$ cat src/rtl/c64_bus_pkg.sv
// Shared types and constants for the C64 expansion-port DMA master.
package c64_bus_pkg;

  typedef enum logic [2:0] {
    ST_IDLE,
    ST_ARM,
    ST_ACCESS,
    ST_HOLD,
    ST_RELEASE
  } state_t;

  localparam int SETTLE_PHI2_DEF  = 3;
  localparam int SAMPLE_DELAY_DEF = 20;
  localparam int HOLD_PHI2_DEF    = 4;

  // Width of all internal counters; every counter saturates at all-ones.
  localparam int CNT_W = 8;

  // C64 R/W line levels and the request-side rw encoding.
  localparam logic RW_READ   = 1'b1;
  localparam logic RW_WRITE  = 1'b0;
  localparam logic REQ_WRITE = 1'b1;

endpackage

$ cat src/rtl/phi2_sync.sv
// Two-flop synchronisers for the asynchronous C64 phi2 and BA lines,
// plus one-clk rise/fall pulses derived from the synchronised phi2.
module phi2_sync (
  input  logic clk,
  input  logic reset_n,
  input  logic phi2,
  input  logic ba,
  output logic ba_s,
  output logic rise,
  output logic fall
);

  logic phi2_p0, phi2_p1, phi2_p2;
  logic ba_p0, ba_p1;

  always_ff @(posedge clk or negedge reset_n) begin
    if (!reset_n) begin
      phi2_p0 <= 1'b0;
      phi2_p1 <= 1'b0;
      phi2_p2 <= 1'b0;
      ba_p0   <= 1'b0;
      ba_p1   <= 1'b0;
    end else begin
      phi2_p0 <= phi2;
      phi2_p1 <= phi2_p0;
      phi2_p2 <= phi2_p1;
      ba_p0   <= ba;
      ba_p1   <= ba_p0;
    end
  end

  assign ba_s = ba_p1;
  assign rise = phi2_p1 & ~phi2_p2;
  assign fall = ~phi2_p1 & phi2_p2;

endmodule

$ cat src/rtl/c64_dma_master.sv
// C64 expansion-port DMA master: turns each req/ack toggle into one bus cycle.
// Optional macro C64_DMA_HOLD_EN keeps /DMA low between back-to-back requests.
module c64_dma_master
  import c64_bus_pkg::*;
#(
  parameter int SETTLE_PHI2  = SETTLE_PHI2_DEF,
  parameter int SAMPLE_DELAY = SAMPLE_DELAY_DEF,
  parameter int HOLD_PHI2    = HOLD_PHI2_DEF
) (
  input  logic        clk,
  input  logic        reset_n,
  input  logic [15:0] dma_a,
  input  logic [7:0]  dma_d,
  input  logic        dma_rw,
  input  logic        dma_req,
  output logic        dma_ack,
  output logic [7:0]  dma_q,
  input  logic        phi2,
  input  logic        ba,
  output logic        dma_n,
  output logic [15:0] bus_a,
  output logic        bus_a_oe,
  output logic        bus_rw,
  output logic [7:0]  bus_d,
  output logic        bus_d_oe,
  input  logic [7:0]  bus_d_in
);

  function automatic logic [CNT_W-1:0] sat_inc(input logic [CNT_W-1:0] v);
    return (&v) ? v : v + 1'b1;
  endfunction

  logic ba_s, rise, fall, pending, start;

  state_t            state, state_nxt;
  logic              dma_n_nxt, bus_a_oe_nxt, bus_d_oe_nxt, bus_rw_nxt, dma_ack_nxt;
  logic [15:0]       bus_a_nxt;
  logic [7:0]        bus_d_nxt, dma_q_nxt;
  logic [CNT_W-1:0]  settle_cnt, settle_nxt, sample_cnt, sample_nxt;
`ifdef C64_DMA_HOLD_EN
  logic [CNT_W-1:0]  hold_cnt, hold_nxt;
`endif

  phi2_sync u_sync (
    .clk     (clk),
    .reset_n (reset_n),
    .phi2    (phi2),
    .ba      (ba),
    .ba_s    (ba_s),
    .rise    (rise),
    .fall    (fall)
  );

  assign pending = dma_req ^ dma_ack;

  always_comb begin
    state_nxt    = state;
    dma_n_nxt    = dma_n;
    bus_a_nxt    = bus_a;
    bus_a_oe_nxt = bus_a_oe;
    bus_rw_nxt   = bus_rw;
    bus_d_nxt    = bus_d;
    bus_d_oe_nxt = bus_d_oe;
    dma_ack_nxt  = dma_ack;
    dma_q_nxt    = dma_q;
    settle_nxt   = settle_cnt;
    sample_nxt   = sample_cnt;
`ifdef C64_DMA_HOLD_EN
    hold_nxt     = hold_cnt;
`endif
    start        = 1'b0;

    case (state)
      ST_IDLE: begin
        if (pending) begin
          dma_n_nxt  = 1'b0;
          settle_nxt = '0;
          state_nxt  = ST_ARM;
        end
      end

      ST_ARM: begin
        // A fall with BA low means the VIC stole the bus again: restart settling.
        if (fall) settle_nxt = ba_s ? sat_inc(settle_cnt) : '0;
        if (rise && ba_s && settle_cnt >= CNT_W'(SETTLE_PHI2)) start = 1'b1;
      end

      ST_ACCESS: begin
        sample_nxt = sat_inc(sample_cnt);
        if (sample_cnt == CNT_W'(SAMPLE_DELAY) && bus_rw == RW_READ) dma_q_nxt = bus_d_in;
        if (fall) begin
          bus_a_oe_nxt = 1'b0;
          bus_d_oe_nxt = 1'b0;
          bus_rw_nxt   = RW_READ;
          dma_ack_nxt  = ~dma_ack;
`ifdef C64_DMA_HOLD_EN
          hold_nxt     = '0;
          state_nxt    = ST_HOLD;
`else
          state_nxt    = ST_RELEASE;
`endif
        end
      end

`ifdef C64_DMA_HOLD_EN
      ST_HOLD: begin
        if (rise && ba_s && pending) begin
          start = 1'b1;
        end else if (!ba_s) begin
          settle_nxt = '0;
          state_nxt  = ST_ARM;
        end else if (fall && !pending) begin
          hold_nxt = sat_inc(hold_cnt);
          if (sat_inc(hold_cnt) >= CNT_W'(HOLD_PHI2)) state_nxt = ST_RELEASE;
        end
      end
`endif

      ST_RELEASE: begin
        dma_n_nxt = 1'b1;
        state_nxt = ST_IDLE;
      end

      default: state_nxt = ST_IDLE;
    endcase

    // Access begins on a synchronised phi2 rise; address/data are latched here.
    if (start) begin
      state_nxt    = ST_ACCESS;
      bus_a_nxt    = dma_a;
      bus_d_nxt    = dma_d;
      bus_a_oe_nxt = 1'b1;
      bus_d_oe_nxt = (dma_rw == REQ_WRITE);
      bus_rw_nxt   = (dma_rw == REQ_WRITE) ? RW_WRITE : RW_READ;
      sample_nxt   = '0;
    end
  end

  always_ff @(posedge clk or negedge reset_n) begin
    if (!reset_n) begin
      state      <= ST_IDLE;
      dma_n      <= 1'b1;
      bus_a      <= '0;
      bus_a_oe   <= 1'b0;
      bus_rw     <= RW_READ;
      bus_d      <= '0;
      bus_d_oe   <= 1'b0;
      dma_ack    <= 1'b0;
      dma_q      <= '0;
      settle_cnt <= '0;
      sample_cnt <= '0;
`ifdef C64_DMA_HOLD_EN
      hold_cnt   <= '0;
`endif
    end else begin
      state      <= state_nxt;
      dma_n      <= dma_n_nxt;
      bus_a      <= bus_a_nxt;
      bus_a_oe   <= bus_a_oe_nxt;
      bus_rw     <= bus_rw_nxt;
      bus_d      <= bus_d_nxt;
      bus_d_oe   <= bus_d_oe_nxt;
      dma_ack    <= dma_ack_nxt;
      dma_q      <= dma_q_nxt;
      settle_cnt <= settle_nxt;
      sample_cnt <= sample_nxt;
`ifdef C64_DMA_HOLD_EN
      hold_cnt   <= hold_nxt;
`endif
    end
  end

endmodule
$ cat config.mk
export PLATFORM = sky130hd
export DESIGN_NAME = c64_dma_master
export DESIGN_NICKNAME = d
export VERILOG_FILES = /design/src/rtl/c64_bus_pkg.sv /design/src/rtl/phi2_sync.sv /design/src/rtl/c64_dma_master.sv
export SDC_FILE = /design/constraint.sdc
export NUM_CORES = 1
export LEC_CHECK = 0
export ABC_AREA = 1
export BUFFER_PORTS_ARGS = -buffer_cell sky130_fd_sc_hd__buf_4
export CORE_UTILIZATION = 40
export DETAILED_ROUTE_END_ITERATION = 6
export PLACE_DENSITY_LB_ADDON = 0.12
export SLEW_MARGIN = 20
export SYNTH_ARGS = -nofsm -noshare
export SYNTH_HDL_FRONTEND = slang
export SYNTH_SLANG_ARGS = --single-unit
$ cat constraint.sdc
create_clock -name clk -period 2.1 [get_ports clk]
set_input_delay 0.42 -clock clk [delete_from_list [all_inputs] [get_ports clk]]
set_output_delay 0.42 -clock clk [all_outputs]
set_load 0.03 [all_outputs]
==> impl_metrics.py <==
metrics = {
    "clock_tree": {
        "cts_inserted_buffers": 9,
        "cts_setup_buffers": 0,
        "cts_buffer_depth": 2,
        "cts.sinks": 61,
        "postCtsHoldBufs": 0,
        "clock_latency_ps": 330,
        "path_clk_slew_ps": 80,
        "cts_resized": 0,
        "cts_root_buffer": "clkbuf_8",
        "cts_tree": "done",
        "h-tree-depth": 3,
    },
    "drt": {
        "route.vias.total": 2394,
        "drt_iter0_markers": 132,
        "wirelength_met1_mm": 2.83,
        "wl_met2_mm": 2.64,
        "wl_met3_microns": 359,
        "viasPerCell": 4.57,
        "maxUsedRoutingLayer": "met4",
        "first_pass_iters": 4,
        "routedWlPerCell_microns": 11.3,
        "drc": 0,
        "ant_nets": 0,
        "totalWireLength_mm": 5.93,
    },
    "placement": {
        "place_hpwl_mm": 4.18,
        "gp_congestion": 0.866,
        "dp.cells": 508,
        "placedInstanceArea_sq_um": 3470,
        "pre_cts_slack_ps": 311,
        "port_buffers": 74,
    },
    "setup_path": {
        "path_class": "flip-flop to flip-flop",
        "timing.rr.start": "settle_cnt[0]",
        "critical_path.startpoint_type": "flip-flop",
        "critPathRequiredTime_ps": 2380,
        "rr_endpoint": "bus_a[8]",
        "crit_slowest_cell": "dfrtp_1",
        "cp-end-kind": "flip-flop",
        "path_cells": "ha_1, nor3_2, nand2_2, nand3_4, inv_2, nand2_1, nand2_1",
        "cp_common_cell": "nand2_1",
        "cp_max_fo": 25,
        "cp.arrival_ps": 2040,
        "ff2ff_setup_slack_ps": 340,
        "cpPeakStageDelay_ps": 420,
        "rr_worst_depth": 7,
    },
    "global_route": {
        "grt_pass1_vias": 2246,
        "grt_usage_pct": 17.5,
        "grt_overflow": 0,
        "grt_max_degree": 62,
        "grt_pass1_wl_mm": 10.1,
        "grt_antenna_before_repair": 0,
    },
    "finish": {
        "instances_no_fill": 524,
        "multi_input_area_sq_um": 1140,
        "final_area_sq_um": 3650,
        "syn_to_final_growth_pct": 28.5,
        "diodes": 0,
        "drive_gt1_share_pct": 28.0,
        "seq_area_sq_um": 1530,
        "nNetsFinal": 464,
        "fill_cells": 663,
        "fin_util_pct": 53.5,
    },
    "floorplan": {
        "start_util_pct": 41.6,
        "die_w_microns": 86.3,
        "io_pins": 75,
        "rows": 30,
        "core_region_area_sq_um": 6830,
        "dieArea_sq_um": 7450,
        "dieHeight_microns": 86.3,
    },
    "sta": {
        "max_slew_margin_pct": 66.5,
        "setup_violations": 0,
        "setup_ws_ps": 339,
        "drv_slew": 0,
        "min_period_ps": 1760,
        "timing.final.crit_share_pct": 83.9,
        "clock_skew_ps": 10.3,
        "max_slew.worst_pin.slew_ps": 502,
        "rsz0062_at_grt": "false",
        "fmax_mhz": 568,
        "finalSetupTns_ps": 0,
        "timing.final.hold_violations": 0,
    },
    "run": {
        "max_cap_viol_count": 0,
    },
    "yosys": {
        "ys_ff_latch": 61,
        "synth_warnings": 0,
        "synth_top_cell_area_share_pct": 51.9,
        "syn-num-nets": 384,
        "yosysTopAreaCell": "dfrtp_1",
        "ys_seq_area_share_pct": 53.7,
        "syn-mean-instance-area_sq_um": 8.30,
        "netlist_instances": 343,
        "synth_cell_type_count": 27,
        "synth_area_sq_um": 2850,
        "yosys-top-cells-area": "dfrtp_1, nand2_1, nand3_1",
    },
    "power": {
        "p_leak_nw": 1.85,
        "powerDensity_nw_per_um2": 1150,
        "ir_drop_mv": 0.600,
    },
    "hold_path": {
        "hold_path_class": "input port to asynchronous set/reset pin",
    },
    "run_status": {
        "status": "completed",
    },
}
synth_stat cells, drive strengths merged:
master    n
inv      25
nand2   163
o31ai     1
xor2      3
nor3      1
nand3    35
xnor2     2
a21oi     1
nor2     29
and3      1
dfstp     2
dfrtp    59
o21ai     3
ha        3
nand4     6
or2       1
buf       8
registers in the layout, indices dropped and copies added, names as in the netlist:
name / flops
u_sync.phi2_p0: 1
u_sync.ba_s: 1
u_sync.ba_p0: 1
bus_d: 8
dma_ack: 1
bus_rw: 1
u_sync.phi2_p2: 1
bus_a: 16
dma_n: 1
settle_cnt: 8
u_sync.phi2_p1: 1
state: 3
dma_q: 8
bus_d_oe: 1
sample_cnt: 8
bus_a_oe: 1
cells in the final DEF, fill, tap and decap left out, drive strengths merged, types with 2 or more instances in the layout:
master / instances
buf: 77
clkbuf: 10
clkinvlp: 4
dfrtp: 59
dfstp: 2
ha: 3
inv: 26
nand2: 163
nand3: 35
nand4: 6
nor2: 29
o21ai: 3
xnor2: 2
xor2: 3
power by group:
part / leakage, nW / total [mW] / switching (mW) / internal [mW]
clock: 0.0811 / 0.960 / 0.494 / 0.465
sequential: 0.686 / 1.70 / 0.219 / 1.49
combinational: 1.08 / 1.52 / 0.947 / 0.575
total: 1.85 / 4.19 / 1.66 / 2.53
critical path, delay by kind of cell, from the launching register on:
family | cells | cell delay, ps
adders and majority gates | 1 | 320
buffers and inverters | 1 | 370
DFF | 1 | 420
and+or+nand+nor | 5 | 580
layer usage:
| layer | vias up | global-route usage [%] |
|---|---|---|
| li1 | 1222 | - |
| met1 | 1093 | 24.0 |
| met2 | 71 | 27.0 |
| met3 | 8 | 3.43 |
| met4 | 0 | 7.73 |
| met5 | - | 0 |
worst max path at each step:
stage / startpoint / endpoint / cells after the start
final: settle_cnt[0] / bus_a[8] / 7
after global routing: settle_cnt[0] / bus_a[14] / 7
after CTS: settle_cnt[0] / bus_a[0] / 7
after detailed placement: settle_cnt[0] / bus_a[0] / 7
after global placement: settle_cnt[0] / bus_a[5] / 7
after floorplan: settle_cnt[0] / bus_a[0] / 8
area by class of cell:
| type | instances | share of cell area [%] |
|---|---|---|
| Multi-Input combinational cell | 249 | 31.1 |
| Sequential cell | 61 | 41.8 |
| Clock buffer | 10 | 3.77 |
| Clock inverter | 6 | 1.30 |
| Timing Repair Buffer | 77 | 16.2 |
| Tap cell | 96 | 3.29 |
| Inverter | 25 | 2.57 |
kinds of logic after synthesis:
kind of cell             Yosys count  synth area share (%)
AND/OR/NAND/NOR                  236                  36.1
flip-flops                        61                  53.7
buffers and inverters             33                  6.33
AO/OA/AOI/OAI                      5                 0.967
XOR/XNOR                           5                  1.54
adder cells (fa/ha/maj)            3                  1.32
metrics by stage:
| step | hold slack [ps] | total power, mW |
|---|---|---|
| after floorplan | 124 | 2.66 |
| after global placement | 336 | 3.25 |
| after CTS | 79.8 | 4.24 |
| after detailed placement | 335 | 3.26 |
| after global routing | 91.1 | 4.43 |
| final | 51.3 | 4.19 |
(Power assumes the default switching activity.)
